--- src/rtl/mac_pkg.sv ---
// Shared definitions for the MAC sequencer: state encoding and default sizes.
package mac_pkg;

    localparam int unsigned WIDTH_DEF      = 24;
    localparam int unsigned ADDR_WIDTH_DEF = 8;
    localparam int unsigned LEN_WIDTH_DEF  = 9;

    typedef enum logic [2:0] {
        ST_IDLE  = 3'd0,
        ST_CLEAR = 3'd1,
        ST_RUN   = 3'd2,
        ST_LAST  = 3'd3,
        ST_CAPT  = 3'd4,
        ST_DONE  = 3'd5
    } mac_state_e;

    function automatic logic is_active(input mac_state_e s);
        return (s != ST_IDLE);
    endfunction

endpackage

--- src/rtl/mac_addr_gen.sv ---
// Operand address counters for memories A/B plus the remaining-read down-counter.
module mac_addr_gen
    import mac_pkg::*;
#(
    parameter int unsigned ADDR_WIDTH = ADDR_WIDTH_DEF,
    parameter int unsigned LEN_WIDTH  = LEN_WIDTH_DEF
) (
    input  logic                  clk,
    input  logic                  rst,
    input  logic                  load,
    input  logic                  step,
    input  logic [LEN_WIDTH-1:0]  len,
    input  logic [ADDR_WIDTH-1:0] base_a,
    input  logic [ADDR_WIDTH-1:0] base_b,
    output logic [ADDR_WIDTH-1:0] addr_a,
    output logic [ADDR_WIDTH-1:0] addr_b,
    output logic                  rem_zero,
    output logic                  last_rd
);

    logic [ADDR_WIDTH-1:0] addr_a_r;
    logic [ADDR_WIDTH-1:0] addr_b_r;
    logic [LEN_WIDTH-1:0]  rem_r;

    // Counters: load on command accept, advance once per issued read (addresses wrap).
    always_ff @(posedge clk) begin
        if (rst) begin
            addr_a_r <= {ADDR_WIDTH{1'b0}};
            addr_b_r <= {ADDR_WIDTH{1'b0}};
            rem_r    <= {LEN_WIDTH{1'b0}};
        end else if (load) begin
            addr_a_r <= base_a;
            addr_b_r <= base_b;
            rem_r    <= len;
        end else if (step) begin
            addr_a_r <= addr_a_r + {{(ADDR_WIDTH-1){1'b0}}, 1'b1};
            addr_b_r <= addr_b_r + {{(ADDR_WIDTH-1){1'b0}}, 1'b1};
            rem_r    <= rem_r - {{(LEN_WIDTH-1){1'b0}}, 1'b1};
        end else begin
            addr_a_r <= addr_a_r;
            addr_b_r <= addr_b_r;
            rem_r    <= rem_r;
        end
    end

    assign addr_a   = addr_a_r;
    assign addr_b   = addr_b_r;
    assign rem_zero = (rem_r == {LEN_WIDTH{1'b0}});
    assign last_rd  = (rem_r == {{(LEN_WIDTH-1){1'b0}}, 1'b1});

endmodule

--- src/rtl/mac_seq_ctrl.sv ---
// Dot-product sequencer: clears the MAC, streams N operand pairs from two
// synchronous-read memories, then returns the accumulator over valid/ready.
module mac_seq_ctrl
    import mac_pkg::*;
#(
    parameter int unsigned WIDTH      = WIDTH_DEF,
    parameter int unsigned ADDR_WIDTH = ADDR_WIDTH_DEF,
    parameter int unsigned LEN_WIDTH  = LEN_WIDTH_DEF
) (
    input  logic                  Clk_CI,
    input  logic                  Rst_RI,
    input  logic                  Start_SI,
    input  logic [LEN_WIDTH-1:0]  Len_DI,
    input  logic [ADDR_WIDTH-1:0] BaseA_DI,
    input  logic [ADDR_WIDTH-1:0] BaseB_DI,
    output logic                  Busy_SO,
    output logic                  RdEn_SO,
    output logic [ADDR_WIDTH-1:0] AddrA_DO,
    output logic [ADDR_WIDTH-1:0] AddrB_DO,
    input  logic [WIDTH-1:0]      RdDataA_DI,
    input  logic [WIDTH-1:0]      RdDataB_DI,
    output logic                  MacClr_SO,
    output logic                  MacWrEn_SO,
    output logic [WIDTH-1:0]      MacIn0_DO,
    output logic [WIDTH-1:0]      MacIn1_DO,
    input  logic [WIDTH-1:0]      MacOut_DI,
    output logic [WIDTH-1:0]      Res_DO,
    output logic                  ResValid_SO,
    input  logic                  ResReady_SI
);

    mac_state_e state_r;
    mac_state_e state_nxt_s;

    logic busy_r, rd_en_r, mac_clr_r, mac_wr_en_r, res_valid_r;
    logic busy_nxt_s, rd_en_nxt_s, mac_clr_nxt_s, res_valid_nxt_s;
    logic [WIDTH-1:0] res_r;
    logic load_s, rem_zero_s, last_rd_s;

    assign load_s = (state_r == ST_IDLE) && Start_SI;

    mac_addr_gen #(
        .ADDR_WIDTH (ADDR_WIDTH),
        .LEN_WIDTH  (LEN_WIDTH)
    ) u_addr_gen (
        .clk      (Clk_CI),
        .rst      (Rst_RI),
        .load     (load_s),
        .step     (rd_en_r),
        .len      (Len_DI),
        .base_a   (BaseA_DI),
        .base_b   (BaseB_DI),
        .addr_a   (AddrA_DO),
        .addr_b   (AddrB_DO),
        .rem_zero (rem_zero_s),
        .last_rd  (last_rd_s)
    );

    // State register.
    always_ff @(posedge Clk_CI) begin
        if (Rst_RI) begin
            state_r <= ST_IDLE;
        end else begin
            state_r <= state_nxt_s;
        end
    end

    // Next-state logic; the remaining-read count decides how CLEAR/RUN exit.
    always_comb begin
        state_nxt_s = state_r;
        case (state_r)
            ST_IDLE: begin
                if (Start_SI) state_nxt_s = ST_CLEAR;
                else          state_nxt_s = ST_IDLE;
            end
            ST_CLEAR: begin
                if (rem_zero_s)     state_nxt_s = ST_CAPT;
                else if (last_rd_s) state_nxt_s = ST_LAST;
                else                state_nxt_s = ST_RUN;
            end
            ST_RUN: begin
                if (last_rd_s) state_nxt_s = ST_LAST;
                else           state_nxt_s = ST_RUN;
            end
            ST_LAST: state_nxt_s = ST_CAPT;
            ST_CAPT: state_nxt_s = ST_DONE;
            ST_DONE: begin
                if (res_valid_r && ResReady_SI) state_nxt_s = ST_IDLE;
                else                            state_nxt_s = ST_DONE;
            end
            default: state_nxt_s = ST_IDLE;
        endcase
    end

    // Output decode of the upcoming state so every strobe leaves a flop.
    // Entering CLEAR only happens from IDLE, so the read decision uses Len_DI.
    always_comb begin
        busy_nxt_s      = is_active(state_nxt_s);
        mac_clr_nxt_s   = (state_nxt_s == ST_CLEAR);
        res_valid_nxt_s = (state_nxt_s == ST_DONE);
        if (state_nxt_s == ST_RUN) begin
            rd_en_nxt_s = 1'b1;
        end else if (state_nxt_s == ST_CLEAR) begin
            rd_en_nxt_s = (Len_DI != {LEN_WIDTH{1'b0}});
        end else begin
            rd_en_nxt_s = 1'b0;
        end
    end

    // Output, write-enable delay and result registers.
    always_ff @(posedge Clk_CI) begin
        if (Rst_RI) begin
            busy_r      <= 1'b0;
            rd_en_r     <= 1'b0;
            mac_clr_r   <= 1'b0;
            mac_wr_en_r <= 1'b0;
            res_valid_r <= 1'b0;
            res_r       <= {WIDTH{1'b0}};
        end else begin
            busy_r      <= busy_nxt_s;
            rd_en_r     <= rd_en_nxt_s;
            mac_clr_r   <= mac_clr_nxt_s;
            mac_wr_en_r <= rd_en_r;
            res_valid_r <= res_valid_nxt_s;
            if (state_r == ST_CAPT) res_r <= MacOut_DI;
            else                    res_r <= res_r;
        end
    end

    assign Busy_SO     = busy_r;
    assign RdEn_SO     = rd_en_r;
    assign MacClr_SO   = mac_clr_r;
    assign MacWrEn_SO  = mac_wr_en_r;
    assign MacIn0_DO   = RdDataA_DI;
    assign MacIn1_DO   = RdDataB_DI;
    assign Res_DO      = res_r;
    assign ResValid_SO = res_valid_r;

endmodule

--- config.mk ---
export PLATFORM = sky130hd
export DESIGN_NAME = mac_seq_ctrl
export DESIGN_NICKNAME = d
export VERILOG_FILES = /design/src/rtl/mac_pkg.sv /design/src/rtl/mac_addr_gen.sv /design/src/rtl/mac_seq_ctrl.sv
export SDC_FILE = /design/constraint.sdc
export NUM_CORES = 1
export LEC_CHECK = 0
export CAP_MARGIN = 10
export CORE_UTILIZATION = 38
export CTS_BUF_LIST = sky130_fd_sc_hd__clkbuf_8 sky130_fd_sc_hd__clkbuf_16
export DETAILED_ROUTE_END_ITERATION = 8
export GPL_ROUTABILITY_DRIVEN = 0
export GPL_TIMING_DRIVEN = 0
export PLACE_DENSITY_LB_ADDON = 0.2
export SETUP_SLACK_MARGIN = 0.1
export SLEW_MARGIN = 20
export SYNTH_ARGS = -nofsm -noshare
export SYNTH_HDL_FRONTEND = slang
export SYNTH_SLANG_ARGS = --single-unit
export TNS_END_PERCENT = 1
--- constraint.sdc ---
create_clock -name Clk_CI -period 3.3 [get_ports Clk_CI]
set_clock_uncertainty 0.15 [all_clocks]
set_input_delay 0.495 -clock Clk_CI [delete_from_list [all_inputs] [get_ports Clk_CI]]
set_output_delay 0.495 -clock Clk_CI [all_outputs]
set_load 0.05 [all_outputs]
==> reports/results.txt <==
outcome: complete, no violations
cts bufs inserted: 9
final hold violation count: 0
pin count of the biggest net entering global routing: 11
Cells after DPL: 582
die height: 88.4 um
Worst Tran Pin Value: 0.517 ns
half-perimeter wire length after placement: 5.71 mm
initial cell density of the core: 39.1%
fmax: 443 MHz
Post-synth top flop: dfxtp_1
Async S/R FF share, synth: 0%
IO Count: 194
EDFF count, synth: 0
Final Hold Slack: 0.307 ns
relative slew slack: 65.5%
crit path buf inv count: 1
ranking of synthesized cells by area: dfxtp_1 40%, buf_4 13%, nand2_1 7.8%
clk_lat worst skew: 0.33 ns
sequential fraction of design power: 36.8%
Max IR drop VDD: 0.305 mV
Critical Path Start Type: register
period utilisation layout: 68.4%
worst stage delay on the critical path: 0.84 ns
clk buf depth: 2
setup_tns: 0 ns
top cell family by delay on the critical path: buffers and inverters
Post-Syn Area per Cell: 8.37 sq um
Final Max Tran Viols: 0
final cell count without fillers: 598
DR iter-0 viols: 79
Pleak: 1.78 nW
Via Count: 2739
endpoints failing setup: 0
antenna violations before repair: 0
WL per Instance: 12.5 um
clock power share: 24.5%
TritonRoute pass-1 iters: 4
Comb power frac: 38.7%
GR Util met1: 22.6%
Max stage delay cell, worst path: clkdlybuf4s50_1
post-route ant nets: 0
Port-buffer cells: 144
unrepaired setup endpoints after global routing: false
crit-path cells: clkdlybuf4s50_1
Worst Hold Class: reg2reg
nets: 600
Clock Sinks: 57
final wirelength: 7.46 mm
htree depth: 3
Switching Share: 38.1%
Clk pin slew, worst setup/hold paths: 0.07 ns
Seq/Total Area, Yosys: 40.2%
Crit Path Max Fanout: 6
min cycle time layout: 2.26 ns
first-pass GRT wire length: 11.2 mm
synthesis-stage register bit count: 57
Synth area leader: dfxtp_1
layout cells sized above 1: 14.2%
DR vias/cell: 4.58
Cell variety after synth: 36
hold_buf cts: 0
P_sw: 0.888 mW
Setup crit end kind: output pin
Inserted Diodes: 0
GRT overflow: 0
CP Class: reg2out
GRT met3 Usage: 5.88%
worst endpoint required time: 2.65 ns
vias in the first global route: 2524
area delta synth->final: 61.3%
Die X: 88.4 um
max-cap violations: 0
Most Crowded Layer GR: met2
CTS tree: done
syn_nets: 445
GRT Util Overall: 18.6%
number of remaining DRC errors: 0
Gate Count Post-Synth: 339
Mapped Area: 0.00284 sq mm
met2 Use GR: 31.4%
CTS resizes: 0
cell-internal power: 1.44 mW
Die ar.: 0.00782 sq mm
Worst EP arrival: 1.61 ns
PD cells: 509 mW/mm^2
Yosys warnings: 0
post-CTS setup buffers: 0
area fraction of the dominant cell type after synthesis: 40.2%
CTS Root Cell: clkbuf_8
row count: 31
total core area: 0.00725 sq mm
-- state kept, by name (all words and copies together) (netlist names) --
signal             cells
Res_DO                24
u_addr_gen.rem_r       9
u_addr_gen.addr_a      8
u_addr_gen.addr_b      8
state_r                3
Busy_SO                1
MacClr_SO              1
MacWrEn_SO             1
RdEn_SO                1
ResValid_SO            1
-- power by group through the flow --
stage / sequential, mW / combinational (mW) / clock, mW
2_1_floorplan: 1.04 / 0.430 / 0
3_3_place_gp: 0.869 / 0.895 / 0
3_5_place_dp: 0.870 / 0.902 / 0
4_1_cts: 0.858 / 0.908 / 0.583
5_1_grt: 0.871 / 0.965 / 0.619
6_report: 0.858 / 0.902 / 0.571
-- metal layers --
layer / wire, um / share of wire, %
met1: 3190 / 43
met2: 3640 / 49
met3: 588 / 7.9
met4: 36 / 0.48
met5: 0 / 0
-- kinds of logic after synthesis --
group | Yosys count | synth area share (%)
AND/OR/NAND/NOR | 119 | 19.4
buffers and inverters | 71 | 15.9
AO/OA/AOI/OAI | 61 | 14.1
flip-flops | 57 | 40.2
XOR/XNOR | 22 | 6.79
adder cells (fa/ha/maj) | 5 | 2.20
multiplexers | 4 | 1.46
-- cells in the final DEF (no fill, tap or decap), types with 4 or more instances in the layout --
| cell | count |
|---|---|
| and3_1 | 8 |
| inv_1 | 6 |
| xnor2_1 | 6 |
| nand4_1 | 6 |
| buf_4 | 48 |
| nor2_1 | 32 |
| xor2_1 | 16 |
| clkdlybuf4s50_1 | 144 |
| a21oi_1 | 27 |
| ha_1 | 5 |
| buf_1 | 4 |
| a211oi_1 | 23 |
| nand2_1 | 59 |
| dfxtp_1 | 57 |
| clkbuf_8 | 11 |
| clkbuf_1 | 12 |
-- Yosys cell counts (2+ instances only) --
master	instances
nand2_1	59
dfxtp_1	57
buf_4	48
nor2_1	32
a21oi_1	27
a211oi_1	23
xor2_1	16
clkbuf_1	12
and3_1	8
nand4_1	6
xnor2_1	6
ha_1	5
buf_1	4
inv_1	4
buf_2	3
mux2i_1	3
nor2b_1	3
nand3b_1	2
nor3_1	2
nor4_1	2
o31ai_1	2
-- per-stage QoR --
stage / worst slack [ns] / utilization (%) / total power [mW] / area, sq um
floorplan: 1.35 / - / 1.47 / 2840
finish: 1.04 / 63.1 / 2.33 / 4580
CTS: 1.03 / 63.1 / 2.35 / 4580
detailed placement: 1.04 / 60.7 / 1.77 / 4400
global placement: 1.05 / 60.7 / 1.76 / 4400
global route: 0.992 / 63.1 / 2.45 / 4580
-- path summary, 6_finish.rpt --
kind / startpoint / endpoint / slack (ns) / depth (start not counted)
worst max-delay path: RdEn_SO$_SDFF_PP0_ / RdEn_SO / 1.04 / 1
worst min-delay path: Res_DO[22]$_SDFFE_PP0P_ / Res_DO[22]$_SDFFE_PP0P_ / 0.31 / 2
worst max register to register: state_r[2]$_SDFF_PP0_ / u_addr_gen.rem_r[3]$_SDFFE_PP0P_ / 1.31 / 5
worst min register to register: Res_DO[22]$_SDFFE_PP0P_ / Res_DO[22]$_SDFFE_PP0P_ / 0.31 / 2
-- cell type report --
type,instances,area (sq um)
Tap cell,99,124
Clock inverter,5,22.5
Inverter,4,15.0
Sequential cell,57,1140
Clock buffer,11,151
Fill cell,654,2680
Timing Repair Buffer,144,1440
Buffer,67,435
Multi-Input combinational cell,211,1250
(Power assumes the default switching activity.)
